<file path="src/rtl/fifo_pkg.sv">
// fifo_pkg: shared helpers and parameter legality checks for the FIFO family
package fifo_pkg;

    function automatic int clog2(input int n);
        int r = 0;
        while ((1 << r) < n) r++;
        return r;
    endfunction

    function automatic bit params_ok(input int depth, input int af, input int ae);
        return depth >= 2 && (depth & (depth - 1)) == 0 &&
               af >= 1 && af <= depth && ae >= 0 && ae <= depth - 1;
    endfunction

endpackage

</file>
<file path="src/rtl/sync_fifo_mem.sv">
// sync_fifo_mem: simple dual-port storage with synchronous write and registered read
module sync_fifo_mem #(
    parameter int DATA_W = 8,
    parameter int DEPTH  = 16,
    parameter int AW     = 4
) (
    input  logic              clk,
    input  logic              rst,
    input  logic              we,
    input  logic [AW-1:0]     waddr,
    input  logic [DATA_W-1:0] wdata,
    input  logic              re,
    input  logic [AW-1:0]     raddr,
    output logic [DATA_W-1:0] rdata
);
    logic [DATA_W-1:0] mem [DEPTH];

    // storage is deliberately left out of reset so it can map onto RAM
    always_ff @(posedge clk) begin
        if (we) mem[waddr] <= wdata;
    end

    always_ff @(posedge clk) begin
        if (rst) rdata <= '0;
        else if (re) rdata <= mem[raddr];
    end
endmodule

</file>
<file path="src/rtl/param_sync_fifo.sv">
// param_sync_fifo: single-clock FIFO with occupancy, threshold flags and error pulses
module param_sync_fifo
    import fifo_pkg::*;
#(
    parameter int DATA_W    = 8,
    parameter int DEPTH     = 16,
    parameter int AF_THRESH = DEPTH - 2,
    parameter int AE_THRESH = 2,
    parameter int AW        = clog2(DEPTH)
) (
    input  logic              clk,
    input  logic              rst,
    input  logic              wr_en,
    input  logic [DATA_W-1:0] din,
    input  logic              rd_en,
    output logic [DATA_W-1:0] dout,
    output logic              full,
    output logic              empty,
    output logic              almost_full,
    output logic              almost_empty,
    output logic [AW:0]       count,
    output logic              overflow,
    output logic              underflow
);
    localparam int  CW        = AW + 1;
    localparam bit  PARAMS_OK = params_ok(DEPTH, AF_THRESH, AE_THRESH);

    logic [AW:0] wr_ptr, rd_ptr;
    logic        wr_ok, rd_ok;

    always_ff @(posedge clk) assert (PARAMS_OK);

    // extra wrap bit distinguishes full from empty when the low bits match
    always_comb begin
        empty        = wr_ptr == rd_ptr;
        full         = wr_ptr[AW-1:0] == rd_ptr[AW-1:0] && wr_ptr[AW] != rd_ptr[AW];
        count        = wr_ptr - rd_ptr;
        almost_full  = count >= CW'(AF_THRESH);
        almost_empty = count <= CW'(AE_THRESH);
        wr_ok        = wr_en && !full && !rst;
        rd_ok        = rd_en && !empty && !rst;
    end

    always_ff @(posedge clk) begin
        if (rst) begin
            wr_ptr    <= '0;
            rd_ptr    <= '0;
            overflow  <= 1'b0;
            underflow <= 1'b0;
        end else begin
            wr_ptr    <= wr_ok ? wr_ptr + 1'b1 : wr_ptr;
            rd_ptr    <= rd_ok ? rd_ptr + 1'b1 : rd_ptr;
            overflow  <= wr_en && full;
            underflow <= rd_en && empty;
        end
    end

    sync_fifo_mem #(.DATA_W(DATA_W), .DEPTH(DEPTH), .AW(AW)) u_mem (
        .clk   (clk),
        .rst   (rst),
        .we    (wr_ok),
        .waddr (wr_ptr[AW-1:0]),
        .wdata (din),
        .re    (rd_ok),
        .raddr (rd_ptr[AW-1:0]),
        .rdata (dout)
    );
endmodule

</file>
<file path="config.mk">
export PLATFORM = sky130hd
export DESIGN_NAME = param_sync_fifo
export DESIGN_NICKNAME = d
export VERILOG_FILES = /design/src/rtl/fifo_pkg.sv /design/src/rtl/sync_fifo_mem.sv /design/src/rtl/param_sync_fifo.sv
export SDC_FILE = /design/constraint.sdc
export NUM_CORES = 1
export LEC_CHECK = 0
export CAP_MARGIN = 15
export CORE_MARGIN = 10
export CORE_UTILIZATION = 58
export DETAILED_ROUTE_END_ITERATION = 8
export PLACE_DENSITY = 0.78
export SETUP_SLACK_MARGIN = 0.05
export SLEW_MARGIN = 20
export SYNTH_ARGS = -nofsm -noshare
export SYNTH_HDL_FRONTEND = slang
export SYNTH_SLANG_ARGS = --single-unit
</file>
<file path="constraint.sdc">
create_clock -name clk -period 4.01 [get_ports clk]
set_input_delay 0.802 -clock clk [delete_from_list [all_inputs] [get_ports clk]]
set_output_delay 0.802 -clock clk [all_outputs]
set_load 0.005 [all_outputs]
</file>
# Yosys cells after proc, flatten, opt, wreduce, memory -nomap -nowiden
# Memories as Yosys holds them, arrays and structs flattened. A register that Yosys moved wholly into a read port is not among the register bits.
# Index checks and enable logic that the tools add are counted.
totals:
  ff_bits: 12
  rom_bits: 0
  out_inout_bits: 19
  n_memories: 1
  latchBits: 0
  ramBits: 128
  wordCells: 25
mem_list:
  columns: ["name", "depth", "word_bits", "read_ports", "rd_clocked_by_memory_dff", "write_ports", "line_no", "rtl"]
  rows:
  - ["u_mem.mem", 16, 8, 1, 1, 1, "sync_fifo_mem.sv:16", "logic [DATA_W-1:0] mem [DEPTH];"]
classes:
  n_lt_le_gt_ge: 2
  n_addsub: 3
  shift: 0
  n_bitwise: 0
  eq_ne: 3
  n_mul: 0
  div: 0
  reduce_logical: 10
  mux: 2
ops:
  columns: ["cell", "count"]
  rows:
  - ["$add 5x1->5 const B", 2]
  - ["$logic_and 1x1->1", 7]
  - ["$eq 5x5->1", 1]
  - ["$ge 5x4->1 const B", 1]
  - ["$le 5x2->1 const B", 1]
  - ["$sub 5x5->5", 1]
  - ["$eq 4x4->1", 1]
  - ["$logic_not 1->1", 3]
  - ["$mux 1", 2]
  - ["$ne 1x1->1", 1]

# Longest topological paths before layout
# Gate-level depths: netlist of the first run.
depth:
  ltp_word: 7
  ltp_mapped: 8
  depth_no_buf: 8

# Modules after synthesis
# Synthesis of the first run repeated with hierarchy kept, for this count alone.
hier_totals:
  hier_cells: 393
  area_unflattened_um2: 6047.0
by_module_without_submodules:
  columns: ["module", "area_each_um2", "instances", "cells_each"]
  rows:
  - ["sync_fifo_mem", 5343.9, 1, 316]
  - ["param_sync_fifo", 703.2, 1, 77]

# Worst setup path before layout of the first run
# No wires, ideal clock.
synth_timing:
  path_kind: "reg-to-reg"
  startpoint: "register rd_ptr[1]"
  endpoint: "memory u_mem.mem[0][0], enable pin"
  path_stages_with_launch: 9
  path_slack_ns: 1.024
  synth_period_minus_slack_ns: 2.986
  t_required_ns: 3.627
  arrival_time_ns: 2.603
  path_cell_list: "dfxtp_1 buf_2 clkinv_1 buf_2 ha_1 and4_1 a21oi_1 nand2_1 nor3_1"
synth_between:
  elab_chain_len: 7
synth_rtl:
  columns: ["element", "line_no", "rtl"]
  rows:
  - ["start, declared", "param_sync_fifo.sv:28", "logic [AW:0] wr_ptr, rd_ptr;"]
  - ["start signal, assigned", "param_sync_fifo.sv:52", "rd_ptr <= rd_ok ? rd_ptr + 1'b1 : rd_ptr;"]
  - ["$eq 4x4->1", "param_sync_fifo.sv:36", "full = wr_ptr[AW-1:0] == rd_ptr[AW-1:0] && wr_ptr[AW] != rd_ptr[AW];"]
  - ["$logic_and 1x1->1", "param_sync_fifo.sv:36", null]
  - ["$logic_not 1->1", "param_sync_fifo.sv:40", "wr_ok = wr_en && !full && !rst;"]
  - ["$logic_and 1x1->1 (2 in series)", "param_sync_fifo.sv:40", null]
  - ["$mux 1", "sync_fifo_mem.sv:20", "if (we) mem[waddr] <= wdata;"]
  - ["$mux 1 (not written as such)", "sync_fifo_mem.sv:20", null]
  - ["end, declared", "sync_fifo_mem.sv:16", null]
# No other way between the ends.

# Worst setup path after layout of the first run
layout_timing:
  startpoint: "register rd_ptr[0]"
  endpoint: "output port almost_empty"
layout_between:
  elab_chain_len: 2
layout_rtl:
  columns: ["element", "line_no", "rtl"]
  rows:
  - ["$sub 5x5->5", "param_sync_fifo.sv:37", "count = wr_ptr - rd_ptr;"]
  - ["$le 5x2->1", "param_sync_fifo.sv:39", "almost_empty = count <= CW'(AE_THRESH);"]
  - ["end, declared", "param_sync_fifo.sv:20", "output logic almost_empty,"]
# No other way between the ends.

==> reports/results.txt, run 1 <==
first drt pass iteration count - 8
met2 Use GR - 0.2756
Final Setup Violations - 0
worst-margin pin slew - 812.9 ps
sequential share of the synthesized area - 0.7068
H-tree depth - 4
post-synthesis xor/xnor area fraction - 0.01438
Final Critical Period - 3721 ps
Worst EP arrival - 2920 ps
power per standard cell area - 480.9 nW/um^2
crit path capture type - output pin
layout cells sized above 1 - 0.1966
Worst VDD drop - 0.3292 mV
prevailing post-synth register cell - edfxtp_1
Routed Antenna Nets - 0
syn_area_per_cell - 17.16 sq um
most common cell in the netlist - edfxtp_1
post-synth cell types - 42
warnings from Yosys - 0
Slew Limit Fails - 0
CP Class - reg -> out
Initial DRC Count - 345
Mapped Cells - 350
placer congestion estimate - 0.8476
clk sink count - 148
cts repair resizes - 0
mux contribution to synthesized area - 0.1257
Vias - 3333
cell taking the most area after synthesis - edfxtp_1
Seq pwr share - 0.501
commonest cells in the netlist - edfxtp_1 (128), nand2_1 (42), mux4_2 (27)
Nets - 426
clk_skew - 9.957 ps
GR Util All Layers - 0.1749
later-pin clock latency in the skew report - 530 ps
Post-synth ARST share - 0
final wirelength - 12290 um
largest net degree at the start of global routing - 36
vias in the first global route - 3433
Logic pwr share - 0.061
number of flops mapped to enable cells by yosys - 128
Worst-path clk slew - 60 ps
Pleak - 2.370 nW
DRC viols - 0
number of antenna violations at the first check in global routing - 0
outcome - finished, final reports clean
Post-CTS Setup Repair Bufs - 0
CTS tree - yes
placed instance area - 6515 sq um
worst path required time - 3210 ps
area share of and/or/nand/nor cells after synthesis - 0.06314
initial core utilization - 0.5896
Port Buffers - 30
Sw Pwr - 765.6 uW
HP Class - reg -> reg
cts hold-fix bufs - 0
die footprint - 14820 sq um
syn nets - 372
clock power share - 0.438
Num CTS Buffers - 17
Fin. Hold Viols - 0
met3 Use GR - 0.05597
setup TNS - 0 ps
diodes inserted - 0
max_cap viols - 0
Synth Area in Compound Gates - 0.04376
fill count - 650
worst-case clock buffer depth - 2
period utilization - 0.9280
die height - 121.7 um
Core Box Area - 10180 sq um
highest clock rate - 0.2687 GHz
CTS Root Cell - clkbuf_8
Rel. slew slack - 0.4561
Post-Synth Adder-Cell Area - 0.02209
boundary pin count - 31
Critical Path Source Type - register
site row count - 37
Die Wd - 121.7 um
Detail Placement HPWL - 7788 um
area grow syn2layout - 17.86%
main combinational cell family by area after synthesis - multiplexers
Seq cells post-synth - 148
Synth area leaders - edfxtp_1 (64%), mux4_2 (10%), dfxtp_1 (6.7%)
Post-Synthesis Cell Area - 6005 sq um
Sw Share - 0.2250
Yosys top cell area share - 0.6401
global route overflow - 0
wire length per cell - 22.22 um
first-pass GRT wire length - 19260 um
critical path peak fanout - 11
routed vias/inst - 6.027
Most Crowded Layer GR - met2
met1 Use GR - 0.2234
RSZ-0062 raised after global routing - no
design area - 7077 sq um
internal power - 2.637 mW
final timing paths:
check                         startpoint                           to  slack, ps  cells past startpoint
max               rd_ptr[0]$_SDFFE_PP0P_                 almost_empty        290                      9
min          u_mem.rdata[6]$_SDFFE_PP0P_  u_mem.rdata[6]$_SDFFE_PP0P_        480                      1
max reg2reg       wr_ptr[3]$_SDFFE_PP0P_   u_mem.mem[15][7]$_DFFE_PP_       1410                      4
min reg2reg  u_mem.rdata[6]$_SDFFE_PP0P_  u_mem.rdata[6]$_SDFFE_PP0P_        480                      1
state kept, by name (all words and copies together) (netlist names):
| register | flops |
|---|---|
| overflow | 1 |
| rd_ptr | 5 |
| u_mem.mem | 128 |
| u_mem.rdata | 8 |
| underflow | 1 |
| wr_ptr | 5 |
placed cells by master (no fill, tap or decap), types with 4 or more instances in the layout:
cell type | netlist | final
dfxtp_1 | 20 | 19
o21ai_0 | 4 | 4
nand2_1 | 42 | 42
a221o_1 | 7 | 7
ha_1 | 9 | 9
nor3_1 | 6 | 6
inv_1 | 8 | 8
nor2b_1 | 5 | 5
clkbuf_16 | 0 | 16
mux4_2 | 27 | 27
edfxtp_1 | 128 | 128
nor2_1 | 21 | 21
clkdlybuf4s50_1 | 0 | 30
a21oi_1 | 12 | 12
mux4_1 | 4 | 4
buf_4 | 0 | 20
xnor2_1 | 5 | 5
worst max-delay path, cell delays in order, from the launching register on:
cell	delay (ps)
dfxtp_1	310
buf_4	180
ha_1	190
inv_1	60
fa_1	390
a21o_1	190
a21oi_1	170
xnor2_1	120
a211oi_1	250
clkdlybuf4s50_1	540
per-stage QoR:
step | setup slack [ps] | std cells | hold slack (ps) | util | power [mW]
6_report | 288.7 | 553 | 476.6 | 0.6948 | 3.403
5_1_grt | 132.0 | 553 | 494.9 | 0.6948 | 3.509
4_1_cts | 246.1 | 553 | 475.6 | 0.6948 | 3.423
3_5_place_dp | 816.5 | 521 | 458.4 | 0.6397 | 1.946
3_3_place_gp | 885.9 | 521 | 453.3 | 0.6397 | 1.938
2_1_floorplan | 1024 | 350 | 461.0 | - | 1.830
per-layer routing:
metal	share of wire	vias up	wire length, um
li1	-	1477	-
met1	0.40	1652	4964
met2	0.49	181	6049
met3	0.085	23	1045
met4	0.019	0	231
met5	0	-	0
final cells by class:
| cell class | count | area, sq um | share of cell area |
|---|---|---|---|
| clock buffers | 18 | 417.9 | 0.05905 |
| flip-flops and latches | 148 | 4245 | 0.5999 |
| clock inverters | 14 | 143.9 | 0.02033 |
| repair buffers | 50 | 450.4 | 0.06365 |
| multi-input cells | 178 | 1615 | 0.2283 |
| inverters | 9 | 33.78 | 0.004774 |
| well taps | 136 | 170.2 | 0.02405 |
kinds of logic (layout without fill, tap and decap cells):
group | Yosys count | count (layout)
flops | 148 | 148
simple gates | 87 | 87
compound gates | 37 | 37
mux | 35 | 35
buf+inv | 24 | 91
fa+ha+maj | 10 | 10
xor+xnor | 9 | 9
power groups by stage:
| stage | logic (mW) | clock network [mW] | registers, mW |
|---|---|---|---|
| 6_report | 0.207 | 1.49 | 1.70 |
| 5_1_grt | 0.230 | 1.57 | 1.71 |
| 4_1_cts | 0.211 | 1.51 | 1.70 |
| 3_5_place_dp | 0.208 | 0 | 1.74 |
| 3_3_place_gp | 0.201 | 0 | 1.74 |
| 2_1_floorplan | 0.0943 | 0 | 1.74 |
Power figures use the tool's default switching activity.
==> run 2: changes to the inputs <==
Settings changed: CORE_UTILIZATION 58 to 54, HOLD_SLACK_MARGIN set to 0.03, PLACE_DENSITY 0.78 to 0.77.
Clock period 4.01 ns to 3 ns, I/O delays scaled along.
==> run 2 against run 1 <==
  * Die area increased by 6.2%
  * Clock skew barely moved
  * Sequential cell count is the same
  * Via count fell by 0.51%
  * Sequential share of layout area down 1.5 points
==> reports/results.txt, run 2 (synthesis results as in run 1) <==
Pleak - 2.472 nW (was 2.370 nW)
power per standard cell area - 657.7 nW/um^2 (was 480.9 nW/um^2)
CTS tree - yes (unchanged)
placer congestion estimate - 0.7813 (was 0.8476)
Critical R2R Launch - rd_ptr[2]$_SDFFE_PP0P_ (was wr_ptr[3]$_SDFFE_PP0P_)
max_cap viols - 0 (unchanged)
initial core utilization - 0.5539 (was 0.5896)
Final Setup Violations - 0 (unchanged)
DRC viols - 0 (unchanged)
clk sink count - 148 (unchanged)
Vias - 3316 (was 3333)
CP Class - reg -> out (unchanged)
Top Registers - u_mem.mem: 128 flops, u_mem.rdata: 8 flops (unchanged)
worst hold slack - 501.8 ps (was 476.6 ps)
Worst-path clk slew - 60 ps (about the same)
Nets - 434 (was 426)
crit path capture type - output pin (unchanged)
vias in the first global route - 3511 (was 3433)
highest clock rate - 0.3498 GHz
outcome - finished, final reports clean (unchanged)
Finished Core Util - 0.6704 (was 0.6948)
setup TNS - 0 ps (unchanged)
largest net degree at the start of global routing - 36 (unchanged)
global route overflow - 0 (unchanged)
Initial DRC Count - 306 (was 345)
worst-margin pin slew - 844.1 ps (was 812.9 ps)
CTS Root Cell - clkbuf_8 (unchanged)
hold path endpoint - u_mem.rdata[6]$_SDFFE_PP0P_ (unchanged)
first-pass GRT wire length - 19780 um (was 19260 um)
Worst EP arrival - 2260 ps (was 2920 ps)
Worst VDD drop - 0.4865 mV (was 0.3292 mV)
final wirelength - 12660 um (was 12290 um)
H-tree depth - 4 (unchanged)
HP Class - reg -> reg (unchanged)
clk_skew - 9.990 ps (was 9.957 ps)
critical path peak fanout - 3 (was 11)
Core Box Area - 10840 sq um (was 10180 sq um)
area grow syn2layout - 21.03% (was 17.86%)
die height - 125.5 um (was 121.7 um)
Routed Antenna Nets - 0 (unchanged)
GR Util All Layers - 0.1641 (was 0.1749)
Fin. Hold Viols - 0 (unchanged)
FF-to-FF End - u_mem.rdata[4]$_SDFFE_PP0P_ (was u_mem.mem[15][7]$_DFFE_PP_)
Hold Startpoint - u_mem.rdata[6]$_SDFFE_PP0P_ (unchanged)
cts hold-fix bufs - 0 (unchanged)
Hold Path Stages - 1 (unchanged)
Slew Limit Fails - 0 (unchanged)
Port Buffers - 30 (unchanged)
commonest cells after routing, fill and taps aside - edfxtp_1 (128), nand2_1 (42), mux4_2 (27), buf_4 (27), clkdlybuf4s50_1 (25) (was edfxtp_1 (128), nand2_1 (42), clkdlybuf4s50_1 (30))
Critical Path Source Type - register (unchanged)
largest reg by FF count - u_mem.mem (unchanged)
later-pin clock latency in the skew report - 520 ps (was 530 ps)
R2R setup slack - 720 ps (was 1410 ps)
Post-Place Setup Slack - 87.99 ps (was 816.5 ps)
Detail Placement HPWL - 7573 um (was 7788 um)
Final Critical Period - 2859 ps
fill count - 717 (was 650)
post-route setup slack - 141.4 ps (was 288.7 ps)
layout cells sized above 1 - 0.2541 (was 0.1966)
die footprint - 15740 sq um (was 14820 sq um)
diodes inserted - 0 (unchanged)
RSZ-0062 raised after global routing - yes (was no)
first drt pass iteration count - 5 (was 8)
worst-case clock buffer depth - 2 (unchanged)
most common cell after layout, fill and taps aside - edfxtp_1 (unchanged)
Register-to-Register Path Depth - 6 (was 4)
site row count - 38 (was 37)
routed vias/inst - 5.869 (was 6.027)
number of antenna violations at the first check in global routing - 0 (unchanged)
boundary pin count - 31 (unchanged)
max reg flops - 128 (unchanged)
period utilization - 0.9529
Die Wd - 125.5 um (was 121.7 um)
Rel. slew slack - 0.4373 (was 0.4561)
wire length per cell - 22.41 um (was 22.22 um)
Num CTS Buffers - 17 (unchanged)
worst path required time - 2400 ps (was 3210 ps)
## run 2: cell count changes in the layout (fill, tap and decap cells not counted), moves of 4 or more
cell             change
buf_4                +7
bufinv_16            +4
clkdlybuf4s50_1      -5
dfxtp_1              -5
dfxtp_2              +5
ha_1                 -4
## run 2: metrics by stage
step | cell area (sq um) | power [mW] | std cells
global route | 7267 | 4.922 | 565
global placement | 6550 | 2.594 | 529
finish | 7267 | 4.780 | 565
floorplan | 6005 | 2.447 | 350
detailed placement | 6550 | 2.604 | 529
CTS | 7224 | 4.788 | 564
## run 2: worst max path at each step
stage / endpoint / cells past startpoint / slack (ps) / startpoint
after floorplan: u_mem.mem[0][0]$_DFFE_PP_ / 8 / 10 / rd_ptr[1]$_SDFFE_PP0P_
final: almost_full / 9 / 140 / wr_ptr[0]$_SDFFE_PP0P_
after detailed placement: almost_empty / 9 / 90 / wr_ptr[0]$_SDFFE_PP0P_
after global placement: almost_empty / 9 / 180 / wr_ptr[0]$_SDFFE_PP0P_
after CTS: empty / 5 / 60 / wr_ptr[3]$_SDFFE_PP0P_
after global routing: almost_full / 9 / 20 / wr_ptr[0]$_SDFFE_PP0P_
## run 2: critical path, cell delays in order (launching register included)
cell and delay [ps]:
dfxtp_2 320, inv_2 70, ha_4 140, inv_2 30, fa_2 330, a21o_1 200
a21oi_2 170, xnor2_2 100, a41o_1 240, buf_2 130
## run 2: layout make-up
type / count / area [sq um] / share of cell area
clock buffers: 21 / 429.2 / 0.05906
clock inverters: 11 / 185.2 / 0.02548
inverters: 9 / 36.28 / 0.004993
multi-input cells: 178 / 1689 / 0.2324
flip-flops and latches: 148 / 4252 / 0.5851
well taps: 140 / 175.2 / 0.02410
repair buffers: 58 / 500.5 / 0.06887
## run 2: timing repair
item | in CTS | in global routing
resized for setup | 25 | 10
buffers inserted | 3 | 1
setup endpoints to repair | 5 | 6
pin swaps | 4 | 6
hold endpoints to repair | 0 | 0
## run 2: per-layer routing
metal | GRT usage | share of wire | vias to the layer above
met5 | 0 | 0 | -
met4 | 0.07385 | 0.019 | 0
met3 | 0.04858 | 0.074 | 16
met2 | 0.2689 | 0.51 | 138
met1 | 0.1961 | 0.39 | 1677
li1 | - | - | 1485
## run 2: power breakdown
part	switching [mW]	internal (mW)	leakage [nW]
Sequential	0.0197	2.27	1.32
Clock	0.772	1.43	0.296
Combinational	0.149	0.145	0.858
==> RTL edit, RTL diff (flow settings as in run 1) <==
`DEPTH` is set to 16 in 2 places; all go to 32.
--- a/src/rtl/sync_fifo_mem.sv
+++ b/src/rtl/sync_fifo_mem.sv
@@ -2,5 +2,5 @@
 module sync_fifo_mem #(
     parameter int DATA_W = 8,
-    parameter int DEPTH  = 16,
+    parameter int DEPTH  = 32,
     parameter int AW     = 4
 ) (
--- a/src/rtl/param_sync_fifo.sv
+++ b/src/rtl/param_sync_fifo.sv
@@ -4,5 +4,5 @@
 #(
     parameter int DATA_W    = 8,
-    parameter int DEPTH     = 16,
+    parameter int DEPTH     = 32,
     parameter int AF_THRESH = DEPTH - 2,
     parameter int AE_THRESH = 2,
Interface: changed (resized count); port bits go from 31 to 32. The function was not compared with the original's and may differ.
==> RTL edit against run 1 <==
  * Design area rose by 77%
  * Synthesized cell count rose by 78%
  * Area after synthesis rose by 87%
  * Fmax fell by 0.69%
  * Total power rose by 74%
  * Die area rose by 71%
  * Worst setup slack got worse by 0.026 ns
  * Routed wire length rose by 94%
  * Sequential cell count rose by 130
  * Via count rose by 76%
  * Sequential power rose by 88%
==> RTL edit: results (changes against run 1) <==
.. list-table::
   :header-rows: 1

   * - Metric
     - Value
   * - Final core area utilization
     - 66.14% (-3.3 points)
   * - Number of clock buffers in the layout
     - 32 (+14)
   * - First-pass GRT wire length
     - 36.67 mm (+90%)
   * - Clock Tree Root
     - sky130_fd_sc_hd__clkbuf_16
   * - Portion of the layout cell area used by clock cells
     - 6.478% (-1.5 points)
   * - Placement Setup Slack
     - 0.6145 ns (-0.2020 ns)
   * - Inst Count DP
     - 896 (+72%)
   * - Flip-flop and latch share of the layout cell area
     - 65.11% (+5.1 points)
   * - Number of signal-net inverters in the final layout
     - 13 (+4)
   * - Slowest cell delay on critical path
     - 0.60 ns (+0.06 ns)
   * - Detail Placement HPWL
     - 14.84 mm (+91%)
   * - Number of vias per cell
     - 6.240 (+3.5%)
   * - Maximum level of the CTS H-tree
     - 1 (-3)
   * - EDFF count, synth
     - 256 (+100%)
   * - Routed wire length
     - 23.84 mm (+94%)
   * - DRC violation total after the first TritonRoute iteration
     - 710 (+110%)
   * - Number of clock buffers inserted by TritonCTS
     - 27 (+10)
   * - Global placer's final weighted congestion
     - 0.9152 (+8.0%)
   * - Filler cell count
     - 1,267 (+95%)
   * - Buffers from clock root to sink, at most
     - 3 (+1)
   * - Number of combinational gates with multiple inputs
     - 300 (+69%)
   * - Mean instance size in the synthesized netlist
     - 18.04 µm² (+5.2%)
   * - Via count
     - 5,872 (+76%)
   * - Static leakage
     - 3.866 nW (+63%)
   * - Peak VDD IR
     - 0.2684 mV (-18%)
   * - Area of combinational cells with multiple inputs
     - 2775 µm² (+72%)
   * - WL met2
     - 11.69 mm (+93%)
   * - Net count, final
     - 688 (+62%)
   * - Met1 track demand over resource
     - 25.49% (+3.1 points)
   * - Sequential fraction of the synthesis area
     - 72.43% (+1.7 points)
   * - Largest driver fanout on the critical path
     - 12 (+1)
   * - Transition at the pin with the smallest max-transition slack
     - 0.8059 ns (-0.007001 ns)
   * - Arrival time at the worst endpoint
     - 2.95 ns (+0.03 ns)
   * - Ranking of synthesized cells by instance count
     - 256 x sky130_fd_sc_hd__edfxtp_1, 48 x sky130_fd_sc_hd__mux2i_1, 45 x sky130_fd_sc_hd__nor2_1, 33 x sky130_fd_sc_hd__mux4_2, 22 x sky130_fd_sc_hd__dfxtp_1
   * - Status
     - complete, no violations
   * - Mapped Nets
     - 645 (+73%)
   * - Largest registers
     - u_mem.mem: 256 flops, u_mem.rdata: 8 flops
   * - Detailed Routing Iterations Pass 1
     - 5 (-3)
   * - # rows
     - 50 (+35%)
   * - Routed metal-1 wirelength
     - 9.826 mm (+98%)
   * - Met2 demand-to-capacity share in global routing
     - 30.06% (+2.5 points)
   * - Largest net degree at the start of global routing
     - 52 (+44%)
   * - Non-Clock Buffer Area Fraction
     - 3.204% (-3.2 points)
   * - Port buffer count
     - 31 (+3.3%)
[RTL edit: cell types whose count changed after synthesis, moves of 16 or more]
| cell | change |
|---|---|
| sky130_fd_sc_hd__edfxtp_1 | +128 |
| sky130_fd_sc_hd__mux2i_1 | +45 |
| sky130_fd_sc_hd__nand2_1 | -28 |
| sky130_fd_sc_hd__nor2_1 | +24 |
| sky130_fd_sc_hd__o21ai_1 | +20 |
| sky130_fd_sc_hd__o221ai_1 | +16 |
[RTL edit: logic make-up after synthesis]
logic type | after synthesis | synth area share, %
compound gates | 86 | 4.928
xor+xnor | 11 | 0.9254
fa+ha+maj | 11 | 1.293
buf+inv | 44 | 2.866
flops | 278 | 72.43
mux | 96 | 13.35
simple gates | 96 | 4.215
[RTL edit: power by group through the flow]
| stage | Sequential (mW) | Combinational (mW) | Clock, mW |
|---|---|---|---|
| finish | 3.20 | 0.361 | 2.36 |
| global route | 3.20 | 0.388 | 2.51 |
| CTS | 3.20 | 0.362 | 2.38 |
| detailed placement | 3.26 | 0.359 | 0 |
| global placement | 3.26 | 0.351 | 0 |
| floorplan | 3.26 | 0.204 | 0 |
[RTL edit: worst paths after layout]
check | from | endpoint | slack [ns] | depth (start not counted)
setup / recovery | wr_ptr[2]$_SDFFE_PP0P_ | almost_full | 0.26 | 7
hold / removal | u_mem.rdata[0]$_SDFFE_PP0P_ | u_mem.rdata[0]$_SDFFE_PP0P_ | 0.48 | 1
setup reg to reg | rd_ptr[4]$_SDFFE_PP0P_ | u_mem.mem[28][4]$_DFFE_PP_ | 0.84 | 8
hold reg to reg | u_mem.rdata[0]$_SDFFE_PP0P_ | u_mem.rdata[0]$_SDFFE_PP0P_ | 0.48 | 1
[RTL edit: what timing repair did]
action,CTS,global route
buffers inserted,0,0
setup endpoints to repair,1,2
gates resized for setup,1,2
pin swaps,0,0
